**config.mk**
```make
export PLATFORM = sky130hd
export DESIGN_NAME = uart_rcv
export DESIGN_NICKNAME = d
export VERILOG_FILES = /design/src/rtl/uart_rcv.sv
export SDC_FILE = /design/constraint.sdc
export NUM_CORES = 1
export LEC_CHECK = 0
export CAP_MARGIN = 25
export CORE_MARGIN = 5
export CORE_UTILIZATION = 52
export CTS_CLUSTER_DIAMETER = 80
export CTS_CLUSTER_SIZE = 24
export DETAILED_ROUTE_END_ITERATION = 10
export PLACE_DENSITY = 0.79
export SETUP_SLACK_MARGIN = 0.2
export SLEW_MARGIN = 20
export SYNTH_ARGS = -nofsm -noshare
export SYNTH_HDL_FRONTEND = slang
export SYNTH_SLANG_ARGS = --single-unit
```
**constraint.sdc**
```tcl
create_clock -name uart_sampling_clk -period 2.6 [get_ports uart_sampling_clk]
set_input_delay 0.52 -clock uart_sampling_clk [delete_from_list [all_inputs] [get_ports uart_sampling_clk]]
set_output_delay 0.52 -clock uart_sampling_clk [all_outputs]
set_load 0.01 [all_outputs]
```
**src/rtl/uart_rcv.sv**
```systemverilog
// UART 8N1 receiver with 16x oversampling, small receive FIFO and active-low CTS flow control.
// Define UART_RX_PARITY_EN for 8E1 frames with an added parity_err output.
module uart_rcv #(
    parameter int unsigned DEPTH = 4,
    parameter int unsigned OSR   = 16
) (
    input  logic       uart_sampling_clk,
    input  logic       rst_n,
    input  logic       USB_RX,
    output logic       USB_CTS,
    output logic [7:0] rx_data,
    output logic       rx_valid,
    input  logic       rx_ready,
    output logic       framing_err,
    output logic       overrun_err,
`ifdef UART_RX_PARITY_EN
    output logic       parity_err,
`endif
    output logic [2:0] cs_rcv
);

    localparam int unsigned CW = $clog2(OSR);
    localparam int unsigned PW = $clog2(DEPTH);
    localparam int unsigned OW = PW + 1;
    localparam logic [CW-1:0] MID_START = CW'(OSR / 2 - 1);
    localparam logic [CW-1:0] MID_BIT   = CW'(OSR - 1);

    typedef enum logic [2:0] {
        s_idle   = 3'd0,
        s_start  = 3'd1,
        s_data   = 3'd2,
        s_stop   = 3'd3
`ifdef UART_RX_PARITY_EN
        ,
        s_parity = 3'd4
`endif
    } state_t;

    state_t          state;
    logic            rx_meta;
    logic            rx_s;
    logic [CW-1:0]   sample_count;
    logic [2:0]      bit_count;
    logic [7:0]      shift_reg;
    logic            line_break;
`ifdef UART_RX_PARITY_EN
    logic            parity_bit;
`endif

    logic [7:0]      mem [DEPTH];
    logic [PW-1:0]   wr_ptr;
    logic [PW-1:0]   rd_ptr;
    logic [OW-1:0]   count;
    logic [OW-1:0]   count_nxt;

    logic            stop_sample_c;
    logic            byte_ok_c;
    logic            push_c;
    logic            pop_c;
    logic            full_c;
    logic            wr_en_c;

    assign cs_rcv  = state;
    assign rx_data = mem[rd_ptr];

    // Two-flop synchroniser for the asynchronous serial line
    always_ff @(posedge uart_sampling_clk or negedge rst_n) begin
        if (!rst_n) begin
            rx_meta <= 1'b1;
            rx_s    <= 1'b1;
        end else begin
            rx_meta <= USB_RX;
            rx_s    <= rx_meta;
        end
    end

    // Frame sequencer; line_break blocks a new frame until the line has gone high after a framing error
    always_ff @(posedge uart_sampling_clk or negedge rst_n) begin
        if (!rst_n) begin
            state        <= s_idle;
            sample_count <= '0;
            bit_count    <= '0;
            shift_reg    <= '0;
            line_break   <= 1'b0;
`ifdef UART_RX_PARITY_EN
            parity_bit   <= 1'b0;
`endif
        end else begin
            if (rx_s) begin
                line_break <= 1'b0;
            end
            case (state)
                s_idle: begin
                    if (!rx_s) begin
                        state        <= s_start;
                        sample_count <= CW'(1);
                    end else begin
                        sample_count <= '0;
                    end
                end
                s_start: begin
                    if (sample_count == MID_START) begin
                        sample_count <= '0;
                        bit_count    <= '0;
                        if (rx_s || line_break) begin
                            state <= s_idle;
                        end else begin
                            state <= s_data;
                        end
                    end else begin
                        sample_count <= sample_count + CW'(1);
                    end
                end
                s_data: begin
                    if (sample_count == MID_BIT) begin
                        sample_count <= '0;
                        shift_reg    <= {rx_s, shift_reg[7:1]};
                        bit_count    <= bit_count + 3'd1;
                        if (bit_count == 3'd7) begin
`ifdef UART_RX_PARITY_EN
                            state <= s_parity;
`else
                            state <= s_stop;
`endif
                        end
                    end else begin
                        sample_count <= sample_count + CW'(1);
                    end
                end
`ifdef UART_RX_PARITY_EN
                s_parity: begin
                    if (sample_count == MID_BIT) begin
                        sample_count <= '0;
                        parity_bit   <= rx_s;
                        state        <= s_stop;
                    end else begin
                        sample_count <= sample_count + CW'(1);
                    end
                end
`endif
                s_stop: begin
                    if (sample_count == MID_BIT) begin
                        sample_count <= '0;
                        state        <= s_idle;
                        if (!rx_s) begin
                            line_break <= 1'b1;
                        end
                    end else begin
                        sample_count <= sample_count + CW'(1);
                    end
                end
                default: begin
                    state        <= s_idle;
                    sample_count <= '0;
                end
            endcase
        end
    end

    // Push/pop decisions; a pop in the same cycle frees the slot a full-FIFO push needs
    always_comb begin
        stop_sample_c = (state == s_stop) && (sample_count == MID_BIT);
`ifdef UART_RX_PARITY_EN
        byte_ok_c     = rx_s && !(^{shift_reg, parity_bit});
`else
        byte_ok_c     = rx_s;
`endif
        push_c        = stop_sample_c && byte_ok_c;
        pop_c         = rx_valid && rx_ready;
        full_c        = (count == OW'(DEPTH));
        wr_en_c       = push_c && (!full_c || pop_c);
        count_nxt     = count + OW'(wr_en_c) - OW'(pop_c);
    end

    always_ff @(posedge uart_sampling_clk) begin
        if (wr_en_c) begin
            mem[wr_ptr] <= shift_reg;
        end
    end

    always_ff @(posedge uart_sampling_clk or negedge rst_n) begin
        if (!rst_n) begin
            wr_ptr      <= '0;
            rd_ptr      <= '0;
            count       <= '0;
            rx_valid    <= 1'b0;
            USB_CTS     <= 1'b1;
            framing_err <= 1'b0;
            overrun_err <= 1'b0;
`ifdef UART_RX_PARITY_EN
            parity_err  <= 1'b0;
`endif
        end else begin
            if (wr_en_c) begin
                wr_ptr <= wr_ptr + PW'(1);
            end
            if (pop_c) begin
                rd_ptr <= rd_ptr + PW'(1);
            end
            count       <= count_nxt;
            rx_valid    <= (count_nxt != '0);
            USB_CTS     <= (count_nxt >= OW'(DEPTH - 1));
            framing_err <= stop_sample_c && !rx_s;
            overrun_err <= push_c && full_c && !pop_c;
`ifdef UART_RX_PARITY_EN
            parity_err  <= stop_sample_c && rx_s && (^{shift_reg, parity_bit});
`endif
        end
    end

endmodule
```
# After elaboration in Yosys (flattened, before gate mapping)
# Memory sizes are Yosys's and may differ from the RTL's.
# Index checks and enable logic that the tools add are counted.
[totals] ff_bits=32 ramBits=32 inputBits=4 output_inout_bits=15 wordCells=73 memories=1
[memory_table] memory="mem" depth=4 word_bits=8 rd=1 rd_clocked_by_memory_dff=0 wr=1 line_no="50" text="logic [7:0] mem [DEPTH];"
[op_classes] addsub=6 order_cmp=1 eq_ne=12 mux=20 reduce_logical=19
[op_table] operator="two-way mux 3 bit" count=7
[op_table] operator="one-hot mux 3 bit (4 select lines)" count=1
[op_table] operator="one-hot mux 4 bit (3 select lines)" count=1
[op_table] operator="!= test 2 bit, second input constant" count=5
[op_table] operator="two-way mux 4 bit" count=2
[op_table] operator="logical AND 1 bit" count=7
[op_table] operator="two-way mux 1 bit" count=7
[op_table] operator="equality test 3 x 2 -> 1 bit, second input constant" count=2
[op_table] operator="equality test 3 bit, second input constant" count=2
[op_table] operator="one-hot mux 3 bit (2 select lines)" count=1
[op_table] operator="AND reduction 5 bit" count=1
[op_table] operator="adder 2 x 1 -> 2 bit, second input constant" count=2
[op_table] operator="adder 4 x 1 -> 4 bit, second input constant" count=1
[op_table] operator="equality test 4 x 3 -> 1 bit, second input constant" count=1
[op_table] operator="equality test 4 bit, second input constant" count=1
[op_table] operator="adder 3 x 1 -> 3 bit" count=1
[op_table] operator="adder 3 x 1 -> 3 bit, second input constant" count=1
[op_table] operator="equality test 3 x 1 -> 1 bit, second input constant" count=1
[op_table] operator="greater-or-equal comparator 3 x 2 -> 1 bit, second input constant" count=1
[op_table] operator="zero test 1 bit" count=3
[op_table] operator="zero test 3 bit" count=1
[op_table] operator="AND reduction 3 bit" count=1
[op_table] operator="nonzero test 3 bit" count=1
[op_table] operator="subtractor 3 x 1 -> 3 bit" count=1
[op_table] operator="other kinds (5)" count=6

# Depth between registers and ports, before layout
# Gate-level depths: netlist (run 1).
[logic_depth] depth_word=7 mapped_depth=12

# Worst setup path after synthesis (run 1)
# No wires, ideal clock.
[synth_path] path_type="register -> register" startpoint="reg sample_count[0]" endpoint="reg rx_valid" setup_ns=0.130 arrival_time_ns=2.477 required_time_ns=2.470 slack_ns=-0.007 path_stages_with_launch=13 path_buffers=0 cell_sequence="dfrtp_1 > ha_1 > nand3_1 > a211oi_4 > inv_1 > ha_1 > inv_1 > ha_1 > inv_1 > fa_1 > xor2_1 > xnor2_1 > nand3_1"
[synth_via] elab_chain_cells=7
[synth_rtl] element="start: declaration" line_no="42" text="logic [CW-1:0] sample_count;"
[synth_rtl] element="start signal: assignment" line_no="111" text="sample_count <= sample_count + CW'(1);"
[synth_rtl] element="start signal: assignment" line_no="127" text="sample_count <= sample_count + CW'(1);"
[synth_rtl] element="start signal: assignment" line_no="149" text="sample_count <= sample_count + CW'(1);"
[synth_rtl] element="equality test 4 bit" line_no="162" text="stop_sample_c = (state == s_stop) && (sample_count == MID_BIT);"
[synth_rtl] element="logical AND 1 bit" line_no="162"
[synth_rtl] element="logical AND 1 bit" line_no="168" text="push_c = stop_sample_c && byte_ok_c;"
[synth_rtl] element="logical AND 1 bit" line_no="171" text="wr_en_c = push_c && (!full_c || pop_c);"
[synth_rtl] element="adder 3 x 1 -> 3 bit" line_no="172" text="count_nxt = count + OW'(wr_en_c) - OW'(pop_c);"
[synth_rtl] element="subtractor 3 x 1 -> 3 bit" line_no="172"
[synth_rtl] element="nonzero test 3 bit" line_no="201" text="rx_valid <= (count_nxt != '0);"
[synth_rtl] element="end signal: assignment" line_no="201"
[synth_rtl] element="end: declaration" line_no="12" text="output logic rx_valid,"
# Every way passes these cells.
# A chain may end at the register's enable or synchronous reset.

# Worst setup path after layout (run 1)
# Same ends and word-level chain as after synthesis.

==> summary.md, run 1 <==
| Metric | Value |
|---|---|
| Post-route DRC violation count | 0 |
| Number of buffers created by CTS | 9 |
| Final setup violation count | 0 |
| GR met2 Demand/Resource | 0.273 |
| Number of warnings printed during yosys synthesis | 0 |
| Number of antenna violations at the first check in global routing | 0 |
| Via count | around 1400 |
| Final layout net count | 214 |
| Row count | 26 |
| Vertical die dimension | 81.6 µm |
| Synthesized netlist net count | approximately 180 |
| Launching element type of the critical path | flip-flop |
| Synthesized flop and latch total | 63 |
| Reg-to-reg critical path startpoint | sample_count[0] |
| Maximum number of pins on one net before global-route repair | 32 |
| Distinct cell type count of the synthesized netlist | roughly 40 |
| Minimum setup slack among reg-to-reg paths | 0.15 ns |
| Die outline width | 81.6 µm |
| Maximum buffer depth of the clock tree | 2 |
| Leakage power summed over all cells | 1.27 nW |
| Via-to-Cell Ratio | between 5 and 6 |
| Post-synthesis share of cell area spent on and, or, nand and nor gates | 0.0544 |
| Xor and xnor area share after synthesis | 0.0230 |
| Ratio of cells with drive above 1 in the final layout | 0.312 |
| IO Port Bufs | 17 |
| Most common library cell in the layout ignoring fill and taps | sky130_fd_sc_hd__edfxtp_1 |
| Core occupancy in the finished layout | 0.645 |
| Reported max-cap violation count | 0 |
| Crit path buffers/inverters | 3 |
| Total Power | 0.00323 W |
| First-pass DRT Iterations | 4 |
| Achievable clock frequency | 408 MHz |
| Library cell appearing most often on the critical path | sky130_fd_sc_hd__inv_1 |
| Endpoint with the worst hold slack | byte_ok_c |
| Wire length of the first global-routing pass | 7670 µm |
| Final setup skew | 0.00664 ns |
| Class of the worst hold path | flip-flop to flip-flop |
| Number of global-route vias before repair | 1544 |
| Overflow left after global routing | 0 |
| Worst Hold Launch | rx_meta |
| Clock edge transition at the registers on the reported setup and hold paths | ~0.07 ns |
| Origin of the worst setup path | sample_count[0] |
| Post-placement cell area | 2940 µm² |
| Clock root buffer | sky130_fd_sc_hd__clkbuf_8 |
| Routed wirelength normalized by instance count | 16.5 µm |
| Clock tree from TritonCTS | yes |
| Register area share after synthesis | 0.652 |
| Stage delay of the slowest cell on the critical path | 0.40 ns |
| CP top delay family | adder cells |
| Most used routing layer | met2 |
| Gate count after technology mapping | 165 |
| Hold WS | 0.356 ns |
| Final design area excluding fillers | 3250 µm² |
| RSZ-0062 raised after global routing | true |
| Violation count after the first detailed-route iteration | 74 |
| Final Hold Vio Count | 0 |
| Largest fanout on the critical path | 3 |
| Clk Latency, worst-skew pair | 0.33 ns |
| Type of the worst setup path | flip-flop to flip-flop |
| WP data required | 2.80 ns |
| Signed area change from the synthesized netlist to the final layout | 21.8% |
| Global-route usage over all layers | 0.162 |
| Mean Syn Cell Area | 16.2 µm² |
| GR Util met1 | 0.195 |
| Final estimated routing congestion in global placement | 0.845 |
| Estimated wirelength of the detail-placed design | 2890 µm |
| Terminus of the critical flop-to-flop path | rx_valid |
| Max stage delay cell, worst path | sky130_fd_sc_hd__dfrtp_1 |
| Number of cells on the worst hold path | 0 |
| Boundary Pins | 19 |
| Portion of netlist area occupied by mux cells | 0.115 |
| Kind of end point of the critical path | flip-flop |
| H-tree depth | 3 |
| Power density over cell area | 993 nW/µm² |
| Run status | completed |
| Sink Count | 63 |
| Post-Route WL | 4530 µm |
| Main combinational cell family by area after synthesis | multiplexers |
| Cells along the critical path | ha_4, nand3_4, a211oi_4, inv_1, ha_1, inv_1, ha_1, inv_1, fa_2, xor2_2, xnor2_2, nand3_1 |
| Compound-cell area share of the yosys netlist | 0.0624 |
| Number of inserted diodes | 0 |
| Depth of the most critical reg-to-reg path | 12 |
| Fin. max-slew vios | 0 |
| Core footprint | 5040 µm² |
| VDD IR max | between 0.6 and 0.7 mV |
| Starting density of the core | 0.529 |
| Synthesized cell area | approximately 2700 µm² |
| Synth Area in Adders | 0.0497 |
| Min cycle time layout | 2.45 ns |
| Met3 Resource Use GR | 0.0482 |
| Commonest non-fill, non-tap cells in the layout | sky130_fd_sc_hd__edfxtp_1 (32), sky130_fd_sc_hd__dfrtp_1 (26), sky130_fd_sc_hd__buf_4 (14), sky130_fd_sc_hd__inv_1 (12), sky130_fd_sc_hd__clkbuf_8 (12) |
| Antenna viol nets, final | 0 |
| Final period utilization | 0.942 |
| Max reg flops | 32 |
| Data arrival, critical path | 2.65 ns |
| Die area | 6670 µm² |
==> where the power goes <==
group          switching (W)  internal, W  total (W)  leakage (nW)
logic               0.000449     0.000555    0.00100         0.505
clock network       0.000346     0.000518   0.000865         0.109
registers           0.000172      0.00119    0.00136         0.656
==> cell usage after synthesis, drive strengths merged <==
library cell,n,share of area
a211oi,3,0.015
a21oi,4,0.0075
a221oi,3,0.017
a22o,1,0.0033
a311oi,1,0.0033
a31oi,1,0.0023
and2,5,0.013
and4,1,0.0042
buf,7,0.023
clkbuf,1,0.0014
conb,1,0.0014
dfrtp,28,0.26
dfstp,3,0.030
edfxtp,32,0.36
fa,1,0.0075
ha,9,0.042
inv,12,0.017
mux2,9,0.048
mux4,8,0.068
nand2,4,0.0056
nand2b,1,0.0023
nand3,4,0.0075
nand3b,1,0.0028
nor2,9,0.013
nor2b,1,0.0023
nor3,1,0.0019
nor4,1,0.0023
o21ai,4,0.0075
o22a,1,0.0033
o32ai,1,0.0033
xnor2,5,0.016
xor2,2,0.0066
==> cells by family after synthesis <==
family / after synthesis
and+or+nand+nor: 28
AOI/OAI and AO/OA: 19
DFF: 63
xor gates and xnor gates: 7
other: 1
muxes: 17
adders and majority gates: 10
buffers and inverters: 20
==> repair_timing <==
item / 4_1_cts / 5_1_grt
endpoints found under the setup margin: 11 / 8
resized for setup: 7 / 10
pin swaps: 5 / 5
hold buffers: 0 / 0
buffers inserted: 7 / 1
==> through the flow <==
stage	worst slack [ns]	setup TNS (ns)	instances
2_1_floorplan	0.178	0	165
3_3_place_gp	-0.202	-0.549	251
3_5_place_dp	-0.347	-1.06	251
4_1_cts	0.169	0	274
5_1_grt	-0.0256	-0.0256	275
6_report	0.151	0	275
==> per-layer routing <==
layer	routed length [µm]	part of all wire
met1	1910	0.42
met2	2370	0.52
met3	193	0.043
met4	55	0.012
met5	0	0
==> cell type report <==
type,count,area (µm²)
timing repair buffer,32,294
clock inverter,3,40.0
sequential,63,1740
tap,70,87.6
inverter,12,45.0
fill,365,1790
multi-input combinational,82,872
clock buffer,13,169
==> worst max-delay path by stage <==
stage	depth (start not counted)	to
after floorplan	11	rx_valid
after global placement	12	rx_valid
after detailed placement	12	USB_CTS
after CTS	12	rx_valid
after global routing	12	rx_valid
final	12	rx_valid
==> worst register-to-register path: stages, from the launching register on <==
cell	delay (ns)
sky130_fd_sc_hd__dfrtp_1	0.40
sky130_fd_sc_hd__ha_4	0.17
sky130_fd_sc_hd__nand3_4	0.10
sky130_fd_sc_hd__a211oi_4	0.23
sky130_fd_sc_hd__inv_1	0.07
sky130_fd_sc_hd__ha_1	0.29
sky130_fd_sc_hd__inv_1	0.06
sky130_fd_sc_hd__ha_1	0.13
sky130_fd_sc_hd__inv_1	0.05
sky130_fd_sc_hd__fa_2	0.34
sky130_fd_sc_hd__xor2_2	0.17
sky130_fd_sc_hd__xnor2_2	0.21
sky130_fd_sc_hd__nand3_1	0.09
No activity file was read; power rests on OpenSTA's default activity.
==> run 2, diff against run 1 <==
==> constraint.sdc (replaced) <==
create_clock -name uart_sampling_clk -period 2.6 [get_ports uart_sampling_clk]
set_input_delay 0.39 -clock uart_sampling_clk [delete_from_list [all_inputs] [get_ports uart_sampling_clk]]
set_output_delay 0.39 -clock uart_sampling_clk [all_outputs]
set_load 0.01 [all_outputs]
==> summary.md, run 2 (synthesized netlist as in run 1, its figures left out) <==
| Metric | Value |
|---|---|
| Min cycle time layout | 2.43 ns (-0.0175 ns) |
| Max reg flops | 32 (unchanged) |
| Hold WS | 0.357 ns (+0.00104 ns) |
| Final period utilization | 0.935 (-0.00672) |
| Kind of end point of the critical path | flip-flop |
| Vertical die dimension | 81.6 µm (unchanged) |
| Final setup violation count | 0 (unchanged) |
| Power density over cell area | 1020 nW/µm² (+2.9%) |
| IO Port Bufs | 17 (unchanged) |
| Routed wirelength normalized by instance count | 16.7 µm (+1.2%) |
| Most used routing layer | met2 |
| Commonest non-fill, non-tap cells in the layout | sky130_fd_sc_hd__edfxtp_1 (32), sky130_fd_sc_hd__dfrtp_1 (28), sky130_fd_sc_hd__clkdlybuf4s50_1 (16), sky130_fd_sc_hd__buf_4 (14), sky130_fd_sc_hd__inv_1 (12) |
| Endpoint with the worst hold slack | byte_ok_c |
| H-tree depth | 3 (unchanged) |
| Row count | 26 (unchanged) |
| Worst Hold Launch | rx_meta |
| Number of antenna violations at the first check in global routing | 0 (unchanged) |
| Minimum setup slack among reg-to-reg paths | 0.17 ns (+0.02 ns) |
| Net switching power of the design | 0.000991 W (+2.5%) |
| Terminus of the critical flop-to-flop path | rx_valid |
| Met3 Resource Use GR | 0.0559 (+0.00768) |
| Power Internal | 0.00233 W (+3.0%) |
| GR Util met1 | 0.184 (-0.0108) |
| Die area | 6670 µm² (unchanged) |
| Maximum buffer depth of the clock tree | 2 (unchanged) |
| Run status | completed |
| Non-filler cells, final | 275 (unchanged) |
| Die outline width | 81.6 µm (unchanged) |
| Maximum number of pins on one net before global-route repair | 32 (unchanged) |
| First-pass DRT Iterations | 4 (unchanged) |
| Starting density of the core | 0.529 (unchanged) |
| Clock edge transition at the registers on the reported setup and hold paths | 0.06 ns (about the same) |
| Hold-fix buffer count after cts | 0 (unchanged) |
| Ratio of cells with drive above 1 in the final layout | 0.293 (-0.0195) |
| Fraction of power spent switching nets | 0.298 (-0.00109) |
| Final estimated routing congestion in global placement | 0.798 (-5.5%) |
| Proportion of power drawn by combinational gates | 0.315 (+0.004) |
| Placed Instances | 250 (-0.40%) |
| Core footprint | 5040 µm² (unchanged) |
| Largest fanout on the critical path | 3 (unchanged) |
| Clock root buffer | sky130_fd_sc_hd__clkbuf_8 |
| GR met2 Demand/Resource | 0.267 (-0.00570) |
| Final layout net count | 214 (unchanged) |
| Core occupancy in the finished layout | 0.644 (about the same) |
| Global-route usage over all layers | 0.158 (-0.00348) |
| Reported max-cap violation count | 0 (unchanged) |
| Most common library cell in the layout ignoring fill and taps | sky130_fd_sc_hd__edfxtp_1 |
| Number of inserted diodes | 0 (unchanged) |
| Wire length of the first global-routing pass | 7620 µm (-0.72%) |
| Clk Latency, worst-skew pair | 0.34 ns (about the same) |
| Depth of the most critical reg-to-reg path | 12 (unchanged) |
| Type of the worst setup path | flip-flop to flip-flop |
| Launching element type of the critical path | flip-flop |
| Final Hold Vio Count | 0 (unchanged) |
| Data arrival, critical path | 2.63 ns (-0.02 ns) |
| Overflow left after global routing | 0 (unchanged) |
| Class of the worst hold path | flip-flop to flip-flop |
| Post-route DRC violation count | 0 (unchanged) |
| RSZ-0062 raised after global routing | true |
| WP data required | 2.80 ns (about the same) |
| Violation count after the first detailed-route iteration | 86 (+16%) |
| Number of buffers created by CTS | 9 (unchanged) |
| Number of cells on the worst hold path | 0 (unchanged) |
| Number of global-route vias before repair | 1610 (+4.3%) |
| Estimated wirelength of the detail-placed design | 2920 µm (+1.3%) |
| Final setup skew | 0.00849 ns (+0.00186 ns) |
| VDD IR max | 0.587 mV (-13%) |
| Post-Route WL | 4580 µm (+1.2%) |
| Achievable clock frequency | 411 MHz (+0.72%) |
| Reg-to-reg critical path startpoint | sample_count[1] |
| Leakage power summed over all cells | 1.25 nW (-1.9%) |
| Fin. max-slew vios | 0 (unchanged) |
| Clock tree from TritonCTS | yes |
| Via count | 1459 (+2.2%) |
| Sink Count | 63 (unchanged) |
| Boundary Pins | 19 (unchanged) |
| Antenna viol nets, final | 0 (unchanged) |
| Signed area change from the synthesized netlist to the final layout | 21.7% (about the same) |
| Sequential cell fraction of total power | 0.410 (-0.011) |
| Relative contribution of the clock network to total power | 0.276 (+0.008) |
| Via-to-Cell Ratio | 5.31 (+2.2%) |
run 2: changes by cell type in the layout (fill, tap and decap cells not counted), moves of 2 or more:
| cell | delta |
|---|---|
| sky130_fd_sc_hd__clkbuf_8 | -2 |
| sky130_fd_sc_hd__clkdlybuf4s50_1 | +8 |
| sky130_fd_sc_hd__clkinv_1 | +2 |
| sky130_fd_sc_hd__dfrtp_1 | +2 |
| sky130_fd_sc_hd__dfrtp_2 | -2 |
| sky130_fd_sc_hd__dlygate4sd2_1 | -3 |
| sky130_fd_sc_hd__dlymetal6s2s_1 | -5 |
run 2: what timing repair did:
| item | in CTS | in global routing |
|---|---|---|
| gates resized for setup | 4 | 3 |
| setup buffers | 6 | 3 |
| endpoints found under the setup margin | 4 | 5 |
| pin swaps | 4 | 0 |
run 2: layer usage:
| layer | wire length, µm | part of all wire |
|---|---|---|
| met3 | 264 | 0.058 |
| met4 | 73 | 0.016 |
| met5 | 0 | 0 |
| met2 | 2390 | 0.52 |
| met1 | 1860 | 0.41 |
run 2: cell type report:
type,instances,area (µm²)
clock buffer,11,141
inverter,12,45.0
multi-input combinational,82,872
sequential,63,1740
fill,365,1790
tap,70,87.6
clock inverter,5,72.6
timing repair buffer,32,289
run 2: power groups by stage:
stage	Sequential (W)	Combinational, W	Clock (W)
2_1_floorplan	0.00131	0.000629	0
3_3_place_gp	0.00136	0.000857	0
3_5_place_dp	0.00137	0.000914	0
4_1_cts	0.00136	0.000975	0.000927
5_1_grt	0.00138	0.00116	0.000973
6_report	0.00136	0.00104	0.000915
run 2: worst max path at each step:
stage | start | endpoint | depth (start not counted)
6_report | sample_count[1] | rx_valid | 12
5_1_grt | sample_count[1] | rx_valid | 12
2_1_floorplan | byte_ok_c | rx_valid | 11
4_1_cts | sample_count[1] | rx_valid | 12
3_5_place_dp | rx_ready | rx_valid | 12
3_3_place_gp | rx_ready | rx_valid | 12
run 2: critical path, stage by stage (launching register included):
cell and delay [ns]:
sky130_fd_sc_hd__dfrtp_1 0.39, sky130_fd_sc_hd__ha_4 0.17, sky130_fd_sc_hd__nand3_4 0.09, sky130_fd_sc_hd__a211oi_4 0.23, sky130_fd_sc_hd__inv_1 0.06, sky130_fd_sc_hd__ha_1 0.28
sky130_fd_sc_hd__inv_1 0.06, sky130_fd_sc_hd__ha_1 0.13, sky130_fd_sc_hd__inv_1 0.04, sky130_fd_sc_hd__fa_2 0.35, sky130_fd_sc_hd__xor2_2 0.17, sky130_fd_sc_hd__xnor2_2 0.19
sky130_fd_sc_hd__nand3_1 0.12
run 2: per-stage QoR:
stage / setup TNS [ns] / instance area, µm² / setup slack [ns] / total power (W)
after global routing: 0 / 3250 / 0.0372 / 0.00351
after global placement: -0.170 / 2930 / -0.0761 / 0.00221
after floorplan: 0 / 2690 / 0.178 / 0.00194
after detailed placement: -0.696 / 2930 / -0.257 / 0.00228
after CTS: 0 / 3210 / 0.136 / 0.00326
final: 0 / 3250 / 0.168 / 0.00332
